--- config.mk ---
export PLATFORM = sky130hd
export DESIGN_NAME = axil_arbiter_2m
export DESIGN_NICKNAME = d
export VERILOG_FILES = /design/src/rtl/axil_arbiter_2m.sv
export SDC_FILE = /design/constraint.sdc
export NUM_CORES = 1
export LEC_CHECK = 0
export BUFFER_PORTS_ARGS = -buffer_cell sky130_fd_sc_hd__buf_2
export CAP_MARGIN = 15
export CELL_PAD_IN_SITES_DETAIL_PLACEMENT = 0
export CELL_PAD_IN_SITES_GLOBAL_PLACEMENT = 1
export CORE_AREA = 2 2 172 174
export DETAILED_ROUTE_END_ITERATION = 8
export DIE_AREA = 0 0 174 176
export PLACE_DENSITY_LB_ADDON = 0.1
export RECOVER_POWER = 25
export REMOVE_ABC_BUFFERS = 1
export SETUP_SLACK_MARGIN = 0.1
export SLEW_MARGIN = 10
export SYNTH_ARGS = -nofsm -noshare
export SYNTH_HDL_FRONTEND = slang
export SYNTH_SLANG_ARGS = --single-unit
--- constraint.sdc ---
create_clock -name clk -period 3.3 [get_ports clk]
set_input_delay 0 -clock clk [delete_from_list [all_inputs] [get_ports clk]]
set_output_delay 0 -clock clk [all_outputs]
set_load 0.05 [all_outputs]
--- src/rtl/axil_arbiter_2m.sv ---
// Two-master to one-slave AXI4-Lite arbiter with one outstanding transaction.
// The grant is registered in IDLE and held until the B or R handshake closes the transfer.
module axil_arbiter_2m #(
  parameter int FIXED_PRIO  = 0,
  parameter int WRITE_FIRST = 1
) (
  input  logic        clk,
  input  logic        rstn,
  input  logic [31:0] m0_AWdata,
  input  logic [2:0]  m0_AWprot,
  input  logic        m0_AWvalid,
  output logic        m0_AWready,
  input  logic [31:0] m0_Wdata,
  input  logic [3:0]  m0_Wstrb,
  input  logic        m0_Wvalid,
  output logic        m0_Wready,
  output logic        m0_Bvalid,
  input  logic        m0_Bready,
  input  logic [31:0] m0_ARdata,
  input  logic [2:0]  m0_ARprot,
  input  logic        m0_ARvalid,
  output logic        m0_ARready,
  output logic [31:0] m0_Rdata,
  output logic        m0_Rvalid,
  input  logic        m0_Rready,
  input  logic [31:0] m1_AWdata,
  input  logic [2:0]  m1_AWprot,
  input  logic        m1_AWvalid,
  output logic        m1_AWready,
  input  logic [31:0] m1_Wdata,
  input  logic [3:0]  m1_Wstrb,
  input  logic        m1_Wvalid,
  output logic        m1_Wready,
  output logic        m1_Bvalid,
  input  logic        m1_Bready,
  input  logic [31:0] m1_ARdata,
  input  logic [2:0]  m1_ARprot,
  input  logic        m1_ARvalid,
  output logic        m1_ARready,
  output logic [31:0] m1_Rdata,
  output logic        m1_Rvalid,
  input  logic        m1_Rready,
  output logic [31:0] s_AWdata,
  output logic [2:0]  s_AWprot,
  output logic        s_AWvalid,
  input  logic        s_AWready,
  output logic [31:0] s_Wdata,
  output logic [3:0]  s_Wstrb,
  output logic        s_Wvalid,
  input  logic        s_Wready,
  input  logic        s_Bvalid,
  output logic        s_Bready,
  output logic [31:0] s_ARdata,
  output logic [2:0]  s_ARprot,
  output logic        s_ARvalid,
  input  logic        s_ARready,
  input  logic [31:0] s_Rdata,
  input  logic        s_Rvalid,
  output logic        s_Rready,
  output logic [1:0]  owner
);

  typedef enum logic [1:0] {IDLE, WRITE, READ} state_t;

  state_t state_q, state_d;
  logic   gnt_q, gnt_d;
  logic   last_q, last_d;
  logic   aw_done_q, aw_done_d;
  logic   w_done_q, w_done_d;
  logic   ar_done_q, ar_done_d;

  logic req0_wr, req0_rd, req1_wr, req1_rd, req0, req1;
  logic win, win_wr, win_rd;

  assign req0_wr = m0_AWvalid | m0_Wvalid;
  assign req0_rd = m0_ARvalid;
  assign req1_wr = m1_AWvalid | m1_Wvalid;
  assign req1_rd = m1_ARvalid;
  assign req0    = req0_wr | req0_rd;
  assign req1    = req1_wr | req1_rd;

  // Master-side signals of whichever master currently holds the grant
  logic [31:0] g_awdata, g_wdata, g_ardata;
  logic [2:0]  g_awprot, g_arprot;
  logic [3:0]  g_wstrb;
  logic        g_awvalid, g_wvalid, g_arvalid, g_bready, g_rready;

  assign g_awdata  = gnt_q ? m1_AWdata  : m0_AWdata;
  assign g_awprot  = gnt_q ? m1_AWprot  : m0_AWprot;
  assign g_awvalid = gnt_q ? m1_AWvalid : m0_AWvalid;
  assign g_wdata   = gnt_q ? m1_Wdata   : m0_Wdata;
  assign g_wstrb   = gnt_q ? m1_Wstrb   : m0_Wstrb;
  assign g_wvalid  = gnt_q ? m1_Wvalid  : m0_Wvalid;
  assign g_bready  = gnt_q ? m1_Bready  : m0_Bready;
  assign g_ardata  = gnt_q ? m1_ARdata  : m0_ARdata;
  assign g_arprot  = gnt_q ? m1_ARprot  : m0_ARprot;
  assign g_arvalid = gnt_q ? m1_ARvalid : m0_ARvalid;
  assign g_rready  = gnt_q ? m1_Rready  : m0_Rready;

  always_comb begin
    state_d   = state_q;
    gnt_d     = gnt_q;
    last_d    = last_q;
    aw_done_d = aw_done_q;
    w_done_d  = w_done_q;
    ar_done_d = ar_done_q;
    win       = 1'b0;
    win_wr    = 1'b0;
    win_rd    = 1'b0;
    case (state_q)
      IDLE: begin
        if (req0 | req1) begin
          // Round-robin favours the master not served last; reset value of last gives m0 first turn
          if (req0 & req1) win = (FIXED_PRIO != 0) ? 1'b0 : ~last_q;
          else             win = req1;
          win_wr    = win ? req1_wr : req0_wr;
          win_rd    = win ? req1_rd : req0_rd;
          gnt_d     = win;
          aw_done_d = 1'b0;
          w_done_d  = 1'b0;
          ar_done_d = 1'b0;
          state_d   = (win_wr && (!win_rd || WRITE_FIRST != 0)) ? WRITE : READ;
        end
      end
      WRITE: begin
        if (s_AWvalid & s_AWready) aw_done_d = 1'b1;
        if (s_Wvalid & s_Wready)   w_done_d  = 1'b1;
        if (s_Bvalid & s_Bready) begin
          state_d = IDLE;
          last_d  = gnt_q;
        end
      end
      READ: begin
        if (s_ARvalid & s_ARready) ar_done_d = 1'b1;
        if (s_Rvalid & s_Rready) begin
          state_d = IDLE;
          last_d  = gnt_q;
        end
      end
      default: state_d = IDLE;
    endcase
  end

  always_comb begin
    s_AWdata   = '0;
    s_AWprot   = '0;
    s_AWvalid  = 1'b0;
    s_Wdata    = '0;
    s_Wstrb    = '0;
    s_Wvalid   = 1'b0;
    s_Bready   = 1'b0;
    s_ARdata   = '0;
    s_ARprot   = '0;
    s_ARvalid  = 1'b0;
    s_Rready   = 1'b0;
    m0_AWready = 1'b0;
    m0_Wready  = 1'b0;
    m0_Bvalid  = 1'b0;
    m0_ARready = 1'b0;
    m0_Rvalid  = 1'b0;
    m0_Rdata   = '0;
    m1_AWready = 1'b0;
    m1_Wready  = 1'b0;
    m1_Bvalid  = 1'b0;
    m1_ARready = 1'b0;
    m1_Rvalid  = 1'b0;
    m1_Rdata   = '0;
    owner      = 2'b00;
    case (state_q)
      WRITE: begin
        owner      = gnt_q ? 2'b10 : 2'b01;
        s_AWdata   = g_awdata;
        s_AWprot   = g_awprot;
        s_AWvalid  = g_awvalid & ~aw_done_q;
        s_Wdata    = g_wdata;
        s_Wstrb    = g_wstrb;
        s_Wvalid   = g_wvalid & ~w_done_q;
        // Response is only accepted once both address and data have been handed over
        s_Bready   = g_bready & aw_done_q & w_done_q;
        m0_AWready = ~gnt_q & s_AWready & ~aw_done_q;
        m0_Wready  = ~gnt_q & s_Wready & ~w_done_q;
        m0_Bvalid  = ~gnt_q & s_Bvalid;
        m1_AWready = gnt_q & s_AWready & ~aw_done_q;
        m1_Wready  = gnt_q & s_Wready & ~w_done_q;
        m1_Bvalid  = gnt_q & s_Bvalid;
      end
      READ: begin
        owner      = gnt_q ? 2'b10 : 2'b01;
        s_ARdata   = g_ardata;
        s_ARprot   = g_arprot;
        s_ARvalid  = g_arvalid & ~ar_done_q;
        s_Rready   = g_rready;
        m0_ARready = ~gnt_q & s_ARready & ~ar_done_q;
        m0_Rvalid  = ~gnt_q & s_Rvalid;
        m0_Rdata   = gnt_q ? 32'h0 : s_Rdata;
        m1_ARready = gnt_q & s_ARready & ~ar_done_q;
        m1_Rvalid  = gnt_q & s_Rvalid;
        m1_Rdata   = gnt_q ? s_Rdata : 32'h0;
      end
      default: ;
    endcase
  end

  always_ff @(posedge clk or negedge rstn) begin
    if (!rstn) begin
      state_q   <= IDLE;
      gnt_q     <= 1'b0;
      last_q    <= 1'b1;
      aw_done_q <= 1'b0;
      w_done_q  <= 1'b0;
      ar_done_q <= 1'b0;
    end else begin
      state_q   <= state_d;
      gnt_q     <= gnt_d;
      last_q    <= last_d;
      aw_done_q <= aw_done_d;
      w_done_q  <= w_done_d;
      ar_done_q <= ar_done_d;
    end
  end

endmodule

# Word-level counts from Yosys, hierarchy flattened
# Index checks and enable logic that the tools add are counted.
[op_classes]
mul = 0
div_mod_pow = 0
n_bitwise = 37
shifts = 0
reduce_logical = 11
add_sub_neg = 0
eq_ne = 8
mux = 57
n_lt_le_gt_ge = 0
[ops]
columns = ["operator", "n"]
rows = [
  ["32-bit 2-to-1 mux", 10],
  ["1-bit 2-to-1 mux", 30],
  ["1-bit bitwise AND", 27],
  ["3-bit AND reduction", 5],
  ["2-bit 2-to-1 mux", 6],
  ["3-bit 2-to-1 mux", 4],
  ["2-bit inequality test (second input constant)", 6],
  ["4-bit 2-to-1 mux", 2],
  ["1-bit case mux with 2 select lines", 4],
  ["2-bit case mux with 3 select lines", 1],
  ["2-bit nonzero test", 3],
  ["1-bit NOT", 5],
  ["1-bit OR", 5],
  ["2-bit by 1-bit equality test with 1-bit output (second input constant)", 1],
  ["2-bit equality test (second input constant)", 1],
  ["2-bit logical NOT", 1],
  ["2-bit AND reduction", 1],
  ["2-bit OR reduction", 1],
]
[word_totals]
output_inout_bits = 187
in_bits = 261
register_bits = 7
word_cells = 119
latch_bits = 0
memories = 0
romBits = 0
ram_bits = 0

# Logic depth before layout (Yosys ltp)
# Gate-level depths: netlist of run 1.
[depth]
ltp_word = 10
ltp_mapped = 6
ltp_nobuf = 6

# Worst setup path before layout of run 1
# Ideal clock, no wire load.
[synth_timing]
path_type = "register to output"
startpoint = "register state_q[0]"
endpoint = "output m0_ARready"
slack_ns = 1.111
path_buffers = 2
arrival_time_ns = 2.189
path_stages_with_launch = 6
path_cell_list = "dfrtp_1 -> inv_1 -> ha_1 -> buf_2 -> clkbuf_1 -> nor3b_1"
[synth_between]
elab_chain_cells = 2
[synth_lines]
columns = ["element", "line", "source"]
rows = [
  ["from (decl)", "65", "state_t state_q, state_d;"],
  ["from (signal assigned)", "213", "state_q <= state_d;"],
  ["2-bit equality test", "169", "case (state_q)"],
  ["1-bit 2-to-1 mux", "169", ""],
  ["to (decl)", "22", "output logic m0_ARready,"],
]
# No other way between the ends.

# Worst setup path in the final report of run 1
[layout_timing]
startpoint = "register gnt_q"
endpoint = "output s_AWdata[14]"
[layout_between]
elab_chain_cells = 2
[layout_lines]
columns = ["element", "line", "source"]
rows = [
  ["from (decl)", "66", "logic gnt_q, gnt_d;"],
  ["from (signal assigned)", "214", "gnt_q <= gnt_d;"],
  ["32-bit 2-to-1 mux", "88", "assign g_awdata = gnt_q ? m1_AWdata : m0_AWdata;"],
  ["32-bit 2-to-1 mux", "169", ""],
  ["to (decl)", "43", "output logic [31:0] s_AWdata,"],
]
# No other way between the ends.

==> impl_metrics.json, run 1 <==
{
  "cts_hold_buf": 1,
  "slew-limit-headroom_pct": 25.4,
  "ant_nets": 0,
  "die_height_um": 176,
  "dr.pass1.iters": 3,
  "n_fill_cell": 3385,
  "max_freq_ghz": 0.366,
  "ys_types": 35,
  "die_area_mm2": 0.0306,
  "placedInstanceArea_mm2": 0.00559,
  "cts_root_buffer": "clkbuf_16",
  "clockBufferDepth": 2,
  "worstMarginPinSlew_ns": 1.12,
  "n_antenna_cell": 0,
  "slowest_stage": "clkbuf_1",
  "skew_ns": 0.00150,
  "multi_input_area_mm2": 0.00258,
  "fin_crit_ns": 2.73,
  "synth_seq_cells": 7,
  "cts_setup_buffers": 0,
  "crit_path_end_kind": "primary output",
  "wl_um": 20300,
  "async_reset_ff_share_pct": 100,
  "critical_path_peak_fanout": 30,
  "maxCapViolCount": 0,
  "numCtsBuffers": 3,
  "power.density_mw_per_mm2": 874,
  "timing_max_transition_violations_final": 0,
  "cpMostUsedCell": "clkbuf_1",
  "leakage_nw": 3.38,
  "antenna_found_initial": 0,
  "setup_violations": 0,
  "cp.required_ns": 3.30,
  "critPathTopFamily": "buffers and inverters",
  "syn_avg_cell_area_um2": 7.66,
  "ios": 448,
  "regArea_um2": 180,
  "yosys_warnings": 0,
  "ys_seq_area_share_pct": 5.93,
  "port-buffer-count": 447,
  "place_ws_ns": 1.20,
  "hpwl_um": 17600,
  "vias_per_cell": 3.58,
  "cts_sinks": 7,
  "grt_overflow": 0,
  "finalNetCount": 1078,
  "hold_viol": 0,
  "crit_buf_inv": 2,
  "clk_latency_ns": 0.23,
  "ys.flop_type": "dfrtp_1",
  "start_util_pct": 10.4,
  "grt_pass1_vias": 4488,
  "synth_area_mm2": 0.00297,
  "place.gp.congestion": 0.741,
  "die_w_um": 174,
  "cts_tree": "yes",
  "rows": 62,
  "rsz0062_at_grt": "false",
  "drive_above_1_share_pct": 52.9,
  "outcome": "finished, final reports clean",
  "critPathKind": "reg -> out",
  "synth_edf_count": 0,
  "post_cts_resize_count": 0,
  "drc": 0,
  "htreeDepth": 1,
  "wl_per_cell_um": 17.0,
  "ir_drop_uv": 327,
  "crit_chain": "clkbuf_1, mux2i_1, nor2b_1, clkbuf_1",
  "critPathLaunchType": "flip-flop",
  "syn_to_final_growth_pct": 89.2,
  "via_count": 4282,
  "cp.arrival_ns": 2.73,
  "period_share_pct": 82.7,
  "core_area_mm2": 0.0285,
  "synth_cells": 388,
  "grt_pass1_wl_um": 28700,
  "grt_max_degree": 57,
  "grt_usage_pct": 12.1,
  "power_mw": 4.92,
  "fin_tns_setup_ns": 0,
  "fin_area_mm2": 0.00563,
  "first_iter_violations": 76,
  "hold_path_class": "in -> reg",
  "setup_ws_ns": 0.571,
  "slowest_delay_ns": 0.88,
  "clk_pin_slew_ns": 0.04
}
==> synth_stat cells, drive strengths merged, types with 2 or more instances <==
| cell type | n | share of area (%) |
|---|---|---|
| inv | 3 | 0.38 |
| and2 | 34 | 7.2 |
| dfrtp | 6 | 5.1 |
| nand3 | 2 | 0.34 |
| nand2 | 7 | 0.88 |
| nor2 | 12 | 1.5 |
| o21ai | 3 | 0.63 |
| buf | 15 | 4.3 |
| a21oi | 3 | 0.50 |
| ha | 3 | 1.3 |
| mux2i | 111 | 37 |
| or3 | 2 | 0.42 |
| nor2b | 114 | 24 |
| nor3b | 2 | 0.67 |
| clkbuf | 22 | 2.8 |
| and3 | 35 | 7.4 |
==> metal layers <==
| layer | wire length (um) | global-route usage [%] | vias up |
|---|---|---|---|
| li1 | - | - | 2169 |
| met1 | 7350 | 12.8 | 1909 |
| met2 | 11700 | 25.8 | 198 |
| met3 | 1160 | 2.13 | 6 |
| met4 | 66 | 0.595 | 0 |
| met5 | 0 | 0 | - |
==> layout by cell type (no fill, tap or decap), drive strengths merged, types with 3 or more instances in the layout <==
master / n
a21oi: 3
o21ai: 3
and3: 35
ha: 3
clkbuf: 42
inv: 3
nand2: 7
dfrtp: 6
and2: 34
nor2: 12
nor2b: 114
mux2i: 111
buf: 419
==> where the power goes <==
part / internal (mW) / switching, mW
combinational: 1.31 / 3.16
clock: 0.161 / 0.0439
sequential: 0.128 / 0.118
total: 1.60 / 3.32
==> path summary, 6_finish.rpt <==
path	start	to	slack, ns	cells past startpoint
worst max-delay path	gnt_q	s_AWdata[14]	0.57	4
worst min register to register	ar_done_q	ar_done_q	0.55	2
worst max register to register	state_q[0]	last_q	1.10	6
worst min-delay path	s_Wready	w_done_q	0.05	3
min in group asynchronous	rstn	aw_done_q	0.23	2
max in group asynchronous	rstn	gnt_q	2.73	2
==> tightest hold or removal path: cells and delay by family <==
| kind | cells | cell delay, ns |
|---|---|---|
| buffers and inverters | 1 | 0.11 |
| AOI/OAI and AO/OA | 1 | 0.06 |
| and+or+nand+nor | 1 | 0.06 |
==> state kept, by name, summed over array words and instances, names as in the netlist <==
signal	count
aw_done_q	1
w_done_q	1
ar_done_q	1
gnt_q	1
last_q	1
state_q	2
==> through the flow <==
| step | std cells | util, % | hold slack (ns) |
|---|---|---|---|
| after global placement | 1192 | 19.6 | -0.148 |
| final | 1197 | 19.7 | 0.0471 |
| after detailed placement | 1192 | 19.6 | -0.142 |
| after global routing | 1197 | 19.7 | 0.0714 |
| after floorplan | 351 | - | -0.296 |
| after CTS | 1197 | 19.9 | 0.0429 |
==> final cells by class <==
cell class / instances / area share [%]
Tap cell: 384 / 8.54
Inverter: 3 / 0.200
Clock buffer: 4 / 1.40
Sequential cell: 7 / 3.20
Timing Repair Buffer: 458 / 40.8
Multi-Input combinational cell: 341 / 45.9
==> cell families (layout without fill, tap and decap cells) <==
logic type,count (synthesis),in the layout,synth area share (%)
simple gates,211,211,43.7
fa+ha+maj,3,3,1.26
compound gates,15,15,3.91
mux,112,112,37.8
flops,7,7,5.93
buf+inv,40,465,7.45
No activity file was read; power rests on OpenSTA's default activity.
==> inputs of run 2 (changes only) <==
- ABC_AREA: not set -> 1
- CORE_AREA: 2 2 172 174 -> 2 2 174 176
- DIE_AREA: 0 0 174 176 -> 0 0 176 178
- clock period: 3.3 -> 2.7 ns (I/O delays scaled with it)
==> run 2 against run 1 <==
Clock-buffer cell count unchanged. Clock power up 24%. First-iteration DRC count increased by 110%. Combinational power up 24%. Worst setup slack lost 0.19 ns. Register-to-register slack got worse by 0.45 ns. Die area is 2.3% higher. Critical endpoint is now m1_Bvalid.
==> impl_metrics.json, run 2 <==
{
  "outcome": "finished, final reports clean",
  "pwr-share-seq_pct": 3.9,
  "grt_pass1_vias": 4978,
  "die_height_um": 178,
  "stdcell_count": 1375,
  "cts_hold_buf": 1,
  "leakage_nw": 3.29,
  "n_antenna_cell": 0,
  "largest_register_ffs": 2,
  "p_sw_share_pct": 75.6,
  "wl_met2_um": 11400,
  "synth_seq_cells": 7,
  "wl_met3_um": 1790,
  "ys.flop_type": "dfrtp_1",
  "hpwl_um": 17800,
  "first_iter_violations": 161,
  "dp.cells": 1370,
  "start_util_pct": 8.59,
  "cts_setup_buffers": 0,
  "synth_area_leader_cell": "nand2_1",
  "clk_latency_ns": 0.23,
  "place.gp.congestion": 0.773,
  "crit_chain": "buf_12, nand2_1, nor2_1, clkbuf_1",
  "post_cts_resize_count": 0,
  "combPwrFrac_pct": 91.9,
  "via_count": 5036,
  "async_reset_ff_share_pct": 100,
  "slowest_stage": "dfrtp_1",
  "drive_above_1_share_pct": 43.5,
  "grt_usage_pct": 12.6,
  "utilization_pct": 17.6,
  "syn_to_final_growth_pct": 105,
  "maxCapViolCount": 0,
  "finalNetCount": 1250,
  "clockBufferDepth": 2,
  "n_fill_cell": 3570,
  "antenna_found_initial": 2,
  "setup_violations": 0,
  "final_cell_mix": "buf_2, nand2_1, a21oi_1",
  "numCtsBuffers": 3,
  "rsz0062_at_grt": "false",
  "dr.max_layer_used": "met5",
  "vias_per_cell": 3.66,
  "p_int_mw": 1.47,
  "hold_viol": 0,
  "power.density_mw_per_mm2": 1170,
  "yosys_warnings": 0,
  "cts_tree": "yes",
  "clock_power_share_pct": 4.2,
  "cp.arrival_ns": 2.32,
  "critPathKind": "reg -> out",
  "ys_top_cells_by_area": "nand2_1, a21oi_1, nor2_1, inv_1, dfrtp_1",
  "ios": 448,
  "wl_met1_um": 8250,
  "ir_drop_uv": 438,
  "ys_seq_area_share_pct": 6.98,
  "synth.most_common_cell": "nand2_1",
  "cts_root_buffer": "clkbuf_16",
  "synth_edf_count": 0,
  "final_common_cell": "buf_2",
  "synth.top_cell.area_share_pct": 37.4,
  "ys_types": 22,
  "period_share_pct": 85.8,
  "wl_um": 21600,
  "port-buffer-count": 447,
  "grt_max_degree": 102,
  "synth_common_cells": "nand2_1, a21oi_1, nor2_1, inv_1, buf_2",
  "dr.pass1.iters": 4,
  "synth_area_mm2": 0.00253,
  "rows": 63,
  "p_switching_mw": 4.56,
  "ant_nets": 0,
  "timing_max_transition_violations_final": 0,
  "htreeDepth": 1,
  "skew_ns": 0.00133,
  "critPathLaunchType": "flip-flop",
  "wl_per_cell_um": 15.7,
  "clk_pin_slew_ns": 0.04,
  "core_area_mm2": 0.0294,
  "cp.required_ns": 2.70,
  "worstMarginPinSlew_ns": 0.797,
  "die_w_um": 176,
  "fin_crit_ns": 2.32,
  "grt_overflow": 0,
  "hold_path_class": "in -> reg",
  "crit_path_end_kind": "primary output",
  "critical_path_peak_fanout": 101,
  "slew-limit-headroom_pct": 46.9,
  "grt_pass1_wl_um": 30400,
  "slowest_delay_ns": 0.78,
  "synth_cells": 568,
  "cts_sinks": 7,
  "regMostFlops": "state_q",
  "max_freq_ghz": 0.431,
  "die_area_mm2": 0.0313,
  "drc": 0,
  "syn_avg_cell_area_um2": 4.45
}
run 2: final timing paths:
check,start,endpoint,slack [ns],cells after the start
worst max-delay path,gnt_q,m1_Bvalid,0.38,4
worst min-delay path,s_ARready,ar_done_q,0.08,3
worst max register to register,gnt_q,w_done_q,0.65,7
worst min register to register,last_q,last_q,0.47,2
max in group asynchronous,rstn,last_q,2.14,2
min in group asynchronous,rstn,aw_done_q,0.23,2
run 2: power groups by stage:
stage | sequential, mW | clock [mW] | combinational, mW
floorplan | 0.338 | 0 | 3.88
global placement | 0.244 | 0 | 5.73
detailed placement | 0.247 | 0 | 5.68
CTS | 0.247 | 0.261 | 5.70
global route | 0.248 | 0.271 | 6.00
finish | 0.233 | 0.255 | 5.55
run 2: final cells by class:
cell class / instances / area, um^2 / area share [%]
timing repair buffer: 456 / 2290 / 44.2
multi-input combinational: 463 / 1940 / 37.4
tap: 390 / 488 / 9.42
inverter: 55 / 209 / 4.03
sequential: 7 / 176 / 3.41
clock buffer: 4 / 78.8 / 1.52
run 2: critical path, delay by kind of cell, from the launching register on:
family | cells | cell delay, ns
buf+inv | 2 | 0.90
flops | 1 | 0.78
simple gates | 2 | 0.35
run 2: cell families after synthesis:
logic type / synth area share, %
adder cells (fa/ha/maj): 1.49
flip-flops: 6.98
buffers and inverters: 16.2
AO/OA/AOI/OAI: 22.9
AND/OR/NAND/NOR: 52.5
run 2: stage by stage:
step                      instance area, um^2  setup slack, ns  TNS [ns]  hold slack, ns  power, mW
after CTS                                5230            0.328         0          0.0833       6.21
after floorplan                          2320            -2.05   -240.13          -0.296       4.22
after global routing                     5180            0.125         0           0.117       6.52
after detailed placement                 5140            0.596         0          -0.143       5.93
after global placement                   5140            0.574         0          -0.144       5.98
final                                    5180            0.382         0          0.0845       6.03
run 2: per-layer routing:
metal  global-route usage (%)  vias to the layer above
met2                     25.6                      270
met3                     2.66                       10
met5                        0                        -
li1                         -                     2580
met4                     1.41                        4
met1                     13.6                     2172
